File: src/rtl/comparator_sweeper.sv
// Exhaustive x/y stimulus driver and checker for an unsigned le/eq comparator.
// Optional build macro SWEEP_STOP_ON_FAIL_EN ends the sweep at the first mismatch.
module comparator_sweeper #(
  parameter int W      = 2,
  parameter int SETTLE = 1,
  parameter int CNT_W  = 2*W+1
) (
  input  logic             clock,
  input  logic             resetn,
  input  logic             start,
  output logic [W-1:0]     x_out,
  output logic [W-1:0]     y_out,
  input  logic             le_in,
  input  logic             eq_in,
  output logic             busy,
  output logic             done,
  output logic             pass,
  output logic [CNT_W-1:0] err_count,
  output logic             fail_valid,
  output logic [W-1:0]     fail_x,
  output logic [W-1:0]     fail_y
);

  localparam int VW = 2*W;
  localparam logic [3:0] SETTLE_C = 4'(SETTLE);

  typedef enum logic [1:0] {
    IDLE  = 2'd0,
    APPLY = 2'd1,
    DONE  = 2'd2
  } state_t;

  state_t           state_r, state_s;
  logic [VW-1:0]    v_r, v_s;
  logic [3:0]       cnt_r, cnt_s;
  logic [CNT_W-1:0] err_r, err_s;
  logic             fv_r, fv_s;
  logic [W-1:0]     fx_r, fx_s;
  logic [W-1:0]     fy_r, fy_s;
  logic             busy_r, busy_s;
  logic             done_r, done_s;
  logic             pass_r, pass_s;
  logic             mismatch_s;
  logic             last_s;

  // Golden unsigned compare; a vector with both results wrong is still one mismatch
  function automatic logic vec_mismatch(input logic [W-1:0] x, input logic [W-1:0] y,
                                        input logic le, input logic eq);
    return (le != (x <= y)) || (eq != (x == y));
  endfunction

  // Mismatch of the applied vector and end-of-sweep condition
  always_comb begin
    mismatch_s = vec_mismatch(v_r[VW-1:W], v_r[W-1:0], le_in, eq_in);
`ifdef SWEEP_STOP_ON_FAIL_EN
    last_s = (&v_r) || mismatch_s;
`else
    last_s = &v_r;
`endif
  end

  // Next-state and next-output logic
  always_comb begin
    state_s = state_r;
    v_s     = v_r;
    cnt_s   = cnt_r;
    err_s   = err_r;
    fv_s    = fv_r;
    fx_s    = fx_r;
    fy_s    = fy_r;
    case (state_r)
      IDLE, DONE: begin
        if (start) begin
          state_s = APPLY;
          v_s     = {VW{1'b0}};
          cnt_s   = 4'd0;
          err_s   = {CNT_W{1'b0}};
          fv_s    = 1'b0;
          fx_s    = {W{1'b0}};
          fy_s    = {W{1'b0}};
        end else begin
          state_s = state_r;
        end
      end
      APPLY: begin
        if (cnt_r == SETTLE_C) begin
          if (mismatch_s) begin
            err_s = err_r + CNT_W'(1'b1);
            if (!fv_r) begin
              fv_s = 1'b1;
              fx_s = v_r[VW-1:W];
              fy_s = v_r[W-1:0];
            end else begin
              fv_s = fv_r;
            end
          end else begin
            err_s = err_r;
          end
          // The final (or, when stopping on fail, failing) vector stays on the bus
          if (last_s) begin
            state_s = DONE;
          end else begin
            v_s   = v_r + VW'(1'b1);
            cnt_s = 4'd0;
          end
        end else begin
          cnt_s = cnt_r + 4'd1;
        end
      end
      default: begin
        state_s = IDLE;
      end
    endcase
    busy_s = (state_s == APPLY);
    done_s = (state_s == DONE);
    pass_s = (state_s == DONE) && (err_s == {CNT_W{1'b0}});
  end

  // State and output registers
  always_ff @(posedge clock or negedge resetn) begin
    if (!resetn) begin
      state_r <= IDLE;
      v_r     <= {VW{1'b0}};
      cnt_r   <= 4'd0;
      err_r   <= {CNT_W{1'b0}};
      fv_r    <= 1'b0;
      fx_r    <= {W{1'b0}};
      fy_r    <= {W{1'b0}};
      busy_r  <= 1'b0;
      done_r  <= 1'b0;
      pass_r  <= 1'b0;
    end else begin
      state_r <= state_s;
      v_r     <= v_s;
      cnt_r   <= cnt_s;
      err_r   <= err_s;
      fv_r    <= fv_s;
      fx_r    <= fx_s;
      fy_r    <= fy_s;
      busy_r  <= busy_s;
      done_r  <= done_s;
      pass_r  <= pass_s;
    end
  end

  assign x_out      = v_r[VW-1:W];
  assign y_out      = v_r[W-1:0];
  assign busy       = busy_r;
  assign done       = done_r;
  assign pass       = pass_r;
  assign err_count  = err_r;
  assign fail_valid = fv_r;
  assign fail_x     = fx_r;
  assign fail_y     = fy_r;

endmodule

File: config.mk
export PLATFORM = sky130hd
export DESIGN_NAME = comparator_sweeper
export DESIGN_NICKNAME = d
export VERILOG_FILES = /design/src/rtl/comparator_sweeper.sv
export SDC_FILE = /design/constraint.sdc
export NUM_CORES = 1
export LEC_CHECK = 0
export BUFFER_PORTS_ARGS = -buffer_cell sky130_fd_sc_hd__clkbuf_2
export CAP_MARGIN = 20
export CORE_ASPECT_RATIO = 0.8
export CORE_MARGIN = 3
export CORE_UTILIZATION = 45
export CTS_CLUSTER_DIAMETER = 40
export DETAILED_ROUTE_END_ITERATION = 16
export HOLD_SLACK_MARGIN = 0.1
export PLACE_DENSITY = 0.67
export SLEW_MARGIN = 20
export SYNTH_ARGS = -nofsm -noshare
export SYNTH_HDL_FRONTEND = slang
export SYNTH_SLANG_ARGS = --single-unit
export TNS_END_PERCENT = 20
File: constraint.sdc
create_clock -name clock -period 2.8 [get_ports clock]
set_input_delay 0.14 -clock clock [delete_from_list [all_inputs] [get_ports clock]]
set_output_delay 0.14 -clock clock [all_outputs]
set_load 0.02 [all_outputs]
==> results of run 1 <==
worst min-delay path, stage by stage:
cell and delay [ns]:
clkbuf_2 0.09, or3b_2 0.15, o21ai_0 0.09
placed cells by master, fill, tap and decap left out, drive strengths merged, types with 2 or more instances in the layout:
| master | count |
|---|---|
| nand3 | 5 |
| a32o | 2 |
| o22ai | 2 |
| clkbuf | 24 |
| dfrtp | 23 |
| or3b | 2 |
| nor4 | 2 |
| nand2 | 13 |
| inv | 7 |
| nor2b | 3 |
| a31oi | 2 |
| nand4 | 3 |
| ha | 6 |
| a22o | 3 |
| a21oi | 3 |
| mux2i | 3 |
| nor2 | 7 |
| o21ai | 13 |
| and3 | 3 |
cells in the mapped netlist, drive strengths merged:
cell | n | area [um2]
a211oi | 1 | 7.510
a21oi | 3 | 15.01
a22o | 3 | 26.28
a31oi | 2 | 12.51
a32o | 2 | 20.02
and3 | 3 | 18.77
buf | 1 | 11.26
clkbuf | 1 | 3.750
dfrtp | 23 | 575.6
ha | 6 | 75.07
inv | 7 | 26.28
mux2i | 3 | 30.03
nand2 | 13 | 48.80
nand2b | 1 | 6.260
nand3 | 5 | 25.02
nand4 | 3 | 18.77
nor2 | 7 | 33.78
nor2b | 3 | 18.77
nor3 | 1 | 5.000
nor3b | 1 | 7.510
nor4 | 2 | 12.51
o2111ai | 1 | 8.760
o21a | 1 | 7.510
o21ai | 13 | 65.06
o22ai | 2 | 12.51
o311ai | 1 | 16.27
o31ai | 1 | 7.510
or2b | 1 | 7.510
or3b | 2 | 20.02
xnor2 | 1 | 8.760
xor2 | 1 | 8.760
timing repair:
| action | CTS | global route |
|---|---|---|
| hold buffers | 1 | 0 |
| hold endpoints to repair | 23 | 0 |
| gates resized for setup | 0 | 0 |
| setup buffers | 0 | 0 |
cells by family (layout without fill, tap and decap cells):
kind of cell / Yosys count / count (layout) / share of synthesized area (%)
simple gates: 42 / 42 / 19.18
compound gates: 30 / 30 / 17.13
flops: 23 / 23 / 49.57
buf+inv: 9 / 33 / 3.556
fa+ha+maj: 6 / 6 / 6.465
mux: 3 / 3 / 2.586
xor+xnor: 2 / 2 / 1.509
state kept, by name, indices dropped and copies added, names as in the netlist:
| signal | count |
|---|---|
| err_count | 5 |
| cnt_r | 4 |
| v_r | 4 |
| fail_x | 2 |
| fail_y | 2 |
| state_r | 2 |
| busy | 1 |
| done | 1 |
| fail_valid | 1 |
| pass | 1 |
per-layer routing:
metal | track usage [%] | vias up
met3 | 5.275 | 2
met2 | 20.53 | 34
li1 | - | 468
met4 | 3.297 | 0
met5 | 0 | -
met1 | 27.58 | 452
layout make-up:
type / count / area, um2
Tap cell: 34 / 42.54
Timing Repair Buffer: 22 / 115.1
Inverter: 7 / 26.28
Multi-Input combinational cell: 83 / 544.3
Clock buffer: 3 / 22.52
Fill cell: 215 / 958.4
Sequential cell: 23 / 575.6
Clock inverter: 1 / 5.005
power breakdown:
group | total (mW) | internal, mW | switching [mW]
logic | 0.672 | 0.252 | 0.420
clock network | 0.159 | 0.0535 | 0.105
registers | 0.575 | 0.444 | 0.132
path summary, 6_finish.rpt:
check / startpoint / to / slack, ns / depth (start not counted)
max: v_r[2] / pass / 0.42 / 8
max in group asynchronous: resetn / cnt_r[0] / 2.11 / 2
min: start / state_r[1] / 0.19 / 3
min in group asynchronous: resetn / busy / 0.32 / 2
min reg2reg: err_count[4] / err_count[4] / 0.52 / 1
max reg2reg: v_r[2] / pass / 0.42 / 8
through the flow:
| step | total power, mW | utilization (%) | setup WS, ns |
|---|---|---|---|
| floorplan | 1.051 | - | 0.6426 |
| global placement | 1.227 | 56.50 | 0.5884 |
| detailed placement | 1.247 | 56.50 | 0.4891 |
| CTS | 1.410 | 58.14 | 0.4493 |
| global route | 1.522 | 58.14 | 0.1988 |
| finish | 1.406 | 58.14 | 0.4178 |
==> impl_results.md, run 1 <==
- Initial antenna violation count: 0
- Final Instance Count excl. Fillers: approximately 170
- Tcrit/Tclk final: 85.08%
- Clk sink count: 23
- Power per cell area: 1056 nW/um2
- Remaining Overflow, GRT: 0
- Setup crit end kind: flip-flop
- Yosys warnings: 0
- CORE AREA: 2290 um2
- MaxCap Viol Count: 0
- Final GP Congestion: 0.7886
- CTS tree: yes
- Arr. time, crit path: ~2.6 ns
- Worst Path Max Fanout: 8
- Clock Skews: between 0.0015 and 0.002 ns
- IO Pins: 22
- Die ar.: 3230 um2
- Yosys cell types: 33
- Antenna Nets Post-Route: 0
- Post-detail-place hpwl: 1872 um
- Final setup vio count: 0
- Worst hold slack: 0.1882 ns
- Metal3 WL: 165 um
- Vias in the first global route: roughly 800
- Mapped Cells: about 120
- Synth Register Bits: 23
- Post-Route WL: 2501 um
- Via count: 956
- GRT Total Usage: 16.79%
- Setup TNS: 0 ns
- Drt wl/cell: 14.46 um
- H-tree lvl count: 1
- Register area share after synthesis: 49.57%
- Die height: 51.44 um
- DR vias/cell: 5.526
- Starting Density: 50.71%
- Actual slew at the worst max-slew pin: 0.5584 ns
- Area post-placement: approximately 1300 um2
- Final instance area: 1331 um2
- Layout cell share with drive strength beyond 1: between 20% and 30%
- Critical path buffer and inverter count: 1
- Area delta synth->final: 14.66%
- RSZ-0062 raised after global routing: no
- CTS root buf: clkbuf_4
- Crit path cell chain: inv_1, ha_1, and3_1, o21ai_0, and3_1, nand4_1, mux2i_1, nor4_1
- Largest net degree at the start of global routing: 24
- Status: completed
- Startpoint class of the critical path: flip-flop
- Total CTS buffers: 3
- Post-Place Cells: 168
- Die Wd: 62.79 um
- 1st-iter DRT viols: 31
- Leak pwr: about 0.66 nW
- Syn Nets: 126
- Hold Crit Class: in2reg
- Clk Latency, worst-skew pair: 0.32 ns
- CP most frequent cell: and3_1
- Clk pin slew, worst setup/hold paths: 0.13 ns
- FP Rows: 15
- Max stage delay cell, worst path: dfrtp_1
- Avg Inst Size Synth: 10.10 um2
- Max incr delay on CP: ~0.51 ns
- Nets@finish: 151
- Worst vdd ir: 0.4717 mV
- DRT Pass-1 Iters: 4
- Synth Cell Area: 1161 um2
- Fin. Hold Viols: 0
- Relative slew margins: 62.77%
- Max Slew Vio Count: 0
- Ant diodes: 0
- Peak Freq: 419.8 MHz
- CTS Buffer Depth: 2
- Wire length on met1: 1375 um
- Top delay family on crit path: simple AND/OR/NAND/NOR gates
- WP data required: around 3.0 ns
- Metal2 WL: 941 um
- Post-layout minimum cycle time: 2.382 ns
- First-pass GRT wire length: 4167 um
- Top Metal Used: met4
- DRC Markers: 0
- PortBufs: 21
- WS Path Type: reg2reg
No activity file was read; power rests on OpenSTA's default activity.
==> run 2: changes to the inputs <==
--- a/config.mk
+++ b/config.mk
@@ -9,11 +9,11 @@
 export CAP_MARGIN = 20
 export CORE_ASPECT_RATIO = 0.8
 export CORE_MARGIN = 3
-export CORE_UTILIZATION = 45
+export CORE_UTILIZATION = 53
 export CTS_CLUSTER_DIAMETER = 40
 export DETAILED_ROUTE_END_ITERATION = 16
 export HOLD_SLACK_MARGIN = 0.1
-export PLACE_DENSITY = 0.67
+export PLACE_DENSITY = 0.77
 export SLEW_MARGIN = 20
 export SYNTH_ARGS = -nofsm -noshare
 export SYNTH_HDL_FRONTEND = slang
==> impl_results.md, run 2 (same netlist as run 1, synthesis figures left out) <==
- Status: completed
- IO Pins: 22
- WP data required: 3.01 ns
- Total power: 1.400 mW
- Peak Freq: 409.3 MHz
- Max reg flops: 5
- MaxCap Viol Count: 0
- Ant diodes: 0
- Reg2Reg Setup Slack: between 0.3 and 0.4 ns
- Clock Skews: 0.005141 ns
- CTS root buf: clkbuf_4
- Power per cell area: 1062 nW/um2
- WS Path Type: reg2reg
- DRC Markers: 0
- Drt wl/cell: 15.09 um
- Post-Route WL: 2459 um
- Die ar.: 2792 um2
- Clk pin slew, worst setup/hold paths: 0.12 ns
- Remaining Overflow, GRT: 0
- Via count: 975
- Post-Place Cells: 158
- CTS tree: yes
- CTS Buffer Depth: 2
- Worst hold slack: 0.2078 ns
- Clk sink count: 23
- Setup crit end kind: flip-flop
- Postcts setup bufs: 0
- FP Rows: 14
- Area delta synth->final: 13.58%
- Starting Density: 58.66%
- DR vias/cell: 5.982
- GRT Total Usage: 20.01%
- Setup TNS: 0 ns
- Actual slew at the worst max-slew pin: 0.5525 ns
- Worst Path Max Fanout: 8
- Total CTS buffers: 3
- Startpoint class of the critical path: flip-flop
- Layout cell share with drive strength beyond 1: 20.86%
- Final setup vio count: 0
- Leading cell type in the layout, fill and taps excluded: dfrtp_1
- CORE AREA: about 2000 um2
- Vias in the first global route: 899
- Worst vdd ir: 0.6807 mV
- Final GP Congestion: approximately 0.78
- First-pass GRT wire length: 4146 um
- Clk Latency, worst-skew pair: 0.31 ns
- Post-layout minimum cycle time: 2.443 ns
- Nets@finish: 151
- PortBufs: 21
- RSZ-0062 raised after global routing: no
- # fillers: 180
- 1st-iter DRT viols: 38
- PostCTS Resize Cnt: 0
- Relative slew margins: 63.17%
- Post-detail-place hpwl: 1878 um
- Arr. time, crit path: 2.65 ns
- Tcrit/Tclk final: 87.27%
- Die Wd: 58.33 um
- Footprint of the multi-input gates: 544.3 um2
- Max Slew Vio Count: 0
- Fin. Hold Viols: 0
- Most frequent cells in the layout: dfrtp_1, clkbuf_2, nand2_1, o21ai_0, inv_1
- Initial antenna violation count: 0
- Antenna Nets Post-Route: 0
- Largest net degree at the start of global routing: 24
- H-tree lvl count: 1
- Hold Crit Class: in2reg
- FF/Latch Area: 575.6 um2
- Die height: 47.87 um
- DRT Pass-1 Iters: 4
- Leak pwr: 0.6573 nW
- Final Instance Count excl. Fillers: 163
-- run 2: where the power goes --
group          switching, mW  internal (mW)
sequential             0.134          0.443
clock                 0.0989         0.0534
combinational          0.420          0.250
total                  0.653          0.747
-- run 2: final timing paths --
path | startpoint | endpoint | cells after the start
worst max-delay path | v_r[2] | pass | 8
worst min-delay path | start | state_r[1] | 3
worst max register to register | v_r[2] | pass | 8
worst min register to register | fail_x[0] | fail_x[0] | 1
max in group asynchronous | resetn | cnt_r[3] | 2
min in group asynchronous | resetn | cnt_r[2] | 2
-- run 2: final cells by class --
type	count	share of cell area, %
clock inverters	1	0.3795
multi-input cells	83	41.27
flip-flops and latches	23	43.64
repair buffers	22	8.729
inverters	7	1.992
clock buffers	3	1.708
well taps	24	2.277
-- run 2: timing repair --
action | 4_1_cts | 5_1_grt
endpoints found under the setup margin | 0 | 0
hold buffers | 1 | 0
hold endpoints to repair | 23 | 0
-- run 2: worst max-delay path, stage by stage, from the launching register on --
cell     delay (ns)
dfrtp_1        0.53
inv_1          0.09
ha_1           0.33
and3_1         0.15
o21ai_0        0.26
and3_1         0.35
nand4_1        0.16
mux2i_1        0.17
nor4_1         0.31
-- run 2: per-layer routing --
| layer | up-vias | GRT usage [%] | wire length [um] |
|---|---|---|---|
| met5 | - | 0 | 0 |
| met4 | 0 | 7.407 | 10 |
| met3 | 2 | 5.930 | 153 |
| met2 | 34 | 29.84 | 1061 |
| met1 | 468 | 27.68 | 1234 |
| li1 | 471 | - | - |
-- run 2: metrics by stage --
| stage | area, um2 | setup slack, ns | util, % |
|---|---|---|---|
| 6_report | 1319 | 0.3565 | 66.62 |
| 5_1_grt | 1319 | 0.1718 | 66.62 |
| 4_1_cts | 1319 | 0.4140 | 66.62 |
| 3_5_place_dp | 1281 | 0.4503 | 64.73 |
| 3_3_place_gp | 1281 | 0.6039 | 64.73 |
| 2_1_floorplan | 1161 | 0.6426 | - |
==> run 3: changes to the inputs <==
--- a/config.mk
+++ b/config.mk
@@ -14,6 +14,7 @@
 export DETAILED_ROUTE_END_ITERATION = 16
 export HOLD_SLACK_MARGIN = 0.1
 export PLACE_DENSITY = 0.77
+export SETUP_SLACK_MARGIN = 0.4
 export SLEW_MARGIN = 20
 export SYNTH_ARGS = -nofsm -noshare
 export SYNTH_HDL_FRONTEND = slang
==> constraint.sdc (replaced) <==
create_clock -name clock -period 2.7 [get_ports clock]
set_input_delay 0.135 -clock clock [delete_from_list [all_inputs] [get_ports clock]]
set_output_delay 0.135 -clock clock [all_outputs]
set_load 0.02 [all_outputs]
==> impl_results.md, run 3 (same netlist as run 1, synthesis figures left out) <==
- Share of power burned in registers: 40.2%
- CTS tree: yes
- Startpoint class of the critical path: flip-flop
- Max stage delay cell, worst path: dfrtp_2
- Peak Freq: 468.2 MHz
- Clock Skews: 0.002126 ns
- Largest net degree at the start of global routing: 24
- Area post-placement: 1281 um2
- FP Rows: 14
- Relative slew margins: between 60% and 70%
- Footprint of the multi-input gates: 549.3 um2
- Final Instance Count excl. Fillers: about 170
- Arr. time, crit path: 2.35 ns
- Layout cell share with drive strength beyond 1: 25.53%
- DR vias/cell: 5.921
- Leading cell type in the layout, fill and taps excluded: clkbuf_2
- Drt wl/cell: 15.09 um
- Antenna Nets Post-Route: 0
- Die Wd: a little under 60 um
- Max Slew Vio Count: 0
- Nets@finish: 153
- Switching power as a share of total power: 45.92%
- Max incr delay on CP: approximately 0.45 ns
- Remaining Overflow, GRT: 0
- Total CTS buffers: 3
- Clk pin slew, worst setup/hold paths: roughly 0.12 ns
- Final setup vio count: 0
- Critical path buffer and inverter count: 2
- Cells on Worst Hold Path: 3
- IO Pins: 22
- Actual slew at the worst max-slew pin: 0.5533 ns
- Hold Crit Class: in2reg
- Clk sink count: 23
- Switch Pwr: 0.6824 mW
- Ant diodes: 0
- Top delay family on crit path: simple AND/OR/NAND/NOR gates
- Final GP Congestion: 0.7841
- Power per cell area: about 1100 nW/um2
- GRT Total Usage: 20.01%
- Total power: roughly 1.5 mW
- Post-detail-place hpwl: approximately 1900 um
- Setup crit end kind: flip-flop
- Combinational share of power: 49.1%
- Post-Route WL: 2490 um
- Clock power share: about a tenth
- # fillers: 177
- RSZ-0062 raised after global routing: no
- FF/Latch Area: around 580 um2
- 1st-iter DRT viols: 46
- Register-to-Register Path Depth: 8
- DRT Pass-1 Iters: 4
- Tcrit/Tclk final: 79.11%
- Clk Latency, worst-skew pair: 0.31 ns
- MaxCap Viol Count: 0
- Starting Density: 58.66%
- Area delta synth->final: 15.73%
- Vias in the first global route: between 800 and 900
- Reg2Reg Setup Slack: approximately 0.56 ns
- Fin. Hold Viols: 0
- Post-layout minimum cycle time: 2.136 ns
- Status: completed
- Max reg flops: 5
- Leak pwr: 0.6600 nW
- Internal: around 0.80 mW
- Post-Place Cells: 158
- CTS root buf: clkbuf_4
- WS Path Type: reg2reg
- Via count: 977
- CORE AREA: approximately 2000 um2
- CTS Buffer Depth: 2
- Setup TNS: 0 ns
- Most frequent cells in the layout: clkbuf_2, dfrtp_1, nand2_1, o21ai_0, inv_1
- First-pass GRT wire length: 4146 um
- DRC Markers: 0
- PortBufs: 21
- Crit path depth: 8
- WP data required: 2.92 ns
- Crit path cell chain: inv_1, ha_1, inv_1, o311ai_2, nand3_1, nand3_1, o2111ai_1, nor4_1
- Worst Path Max Fanout: 6
- Initial antenna violation count: 0
- Worst vdd ir: 0.7270 mV
- Die height: 47.87 um
- Final instance area: 1344 um2
- H-tree lvl count: 1
- Die ar.: 2792 um2
-- run 3: final timing paths --
path,from,to
setup / recovery,v_r[1],pass
hold / removal,start,state_r[1]
setup reg to reg,v_r[1],pass
hold reg to reg,fail_x[0],fail_x[0]
max in group asynchronous,resetn,v_r[3]
min in group asynchronous,resetn,state_r[1]
-- run 3: metrics by stage --
step           worst slack [ns]  hold slack (ns)  utilization (%)
6_report                 0.5640           0.1938            67.89
5_1_grt                  0.4115           0.2075            67.89
4_1_cts                  0.4336           0.1880            66.75
3_5_place_dp             0.3503           0.1494            64.73
3_3_place_gp             0.5039           0.1421            64.73
2_1_floorplan            0.5426          -0.1606                -
-- run 3: area by class of cell --
class,instances,area share [%]
flip-flops and latches,23,43.20
inverters,7,1.955
repair buffers,24,9.683
clock buffers,3,1.676
multi-input cells,83,40.88
clock inverters,1,0.3724
well taps,24,2.235
-- run 3: power groups by stage --
stage               registers, mW  clock network (mW)  logic [mW]
finish                      0.598               0.158       0.730
global route                0.620               0.180       0.819
CTS                         0.595               0.163       0.702
detailed placement          0.602                   0       0.693
global placement            0.593                   0       0.669
floorplan                   0.672                   0       0.418
-- run 3: routing by layer --
layer	routed length (um)	vias to the layer above	track usage, %	part of all wire, %
met5	0	-	0	0
met4	16	0	7.407	0.64
met3	192	4	5.930	7.7
met2	1040	39	29.84	42
met1	1241	463	27.68	50
li1	-	471	-	-
-- run 3: tightest hold or removal path, cell delays in order --
cell,delay [ns]
clkbuf_2,0.10
or3b_2,0.15
o21ai_0,0.09
-- run 3: repair_timing --
item                                    CTS  global route
endpoints found under the setup margin    1             1
hold endpoints to repair                 23             0
gates resized for setup                   2             5
pin swaps                                 0             2
setup buffers                             0             2
cloned                                    0             0
hold buffers                              1             0
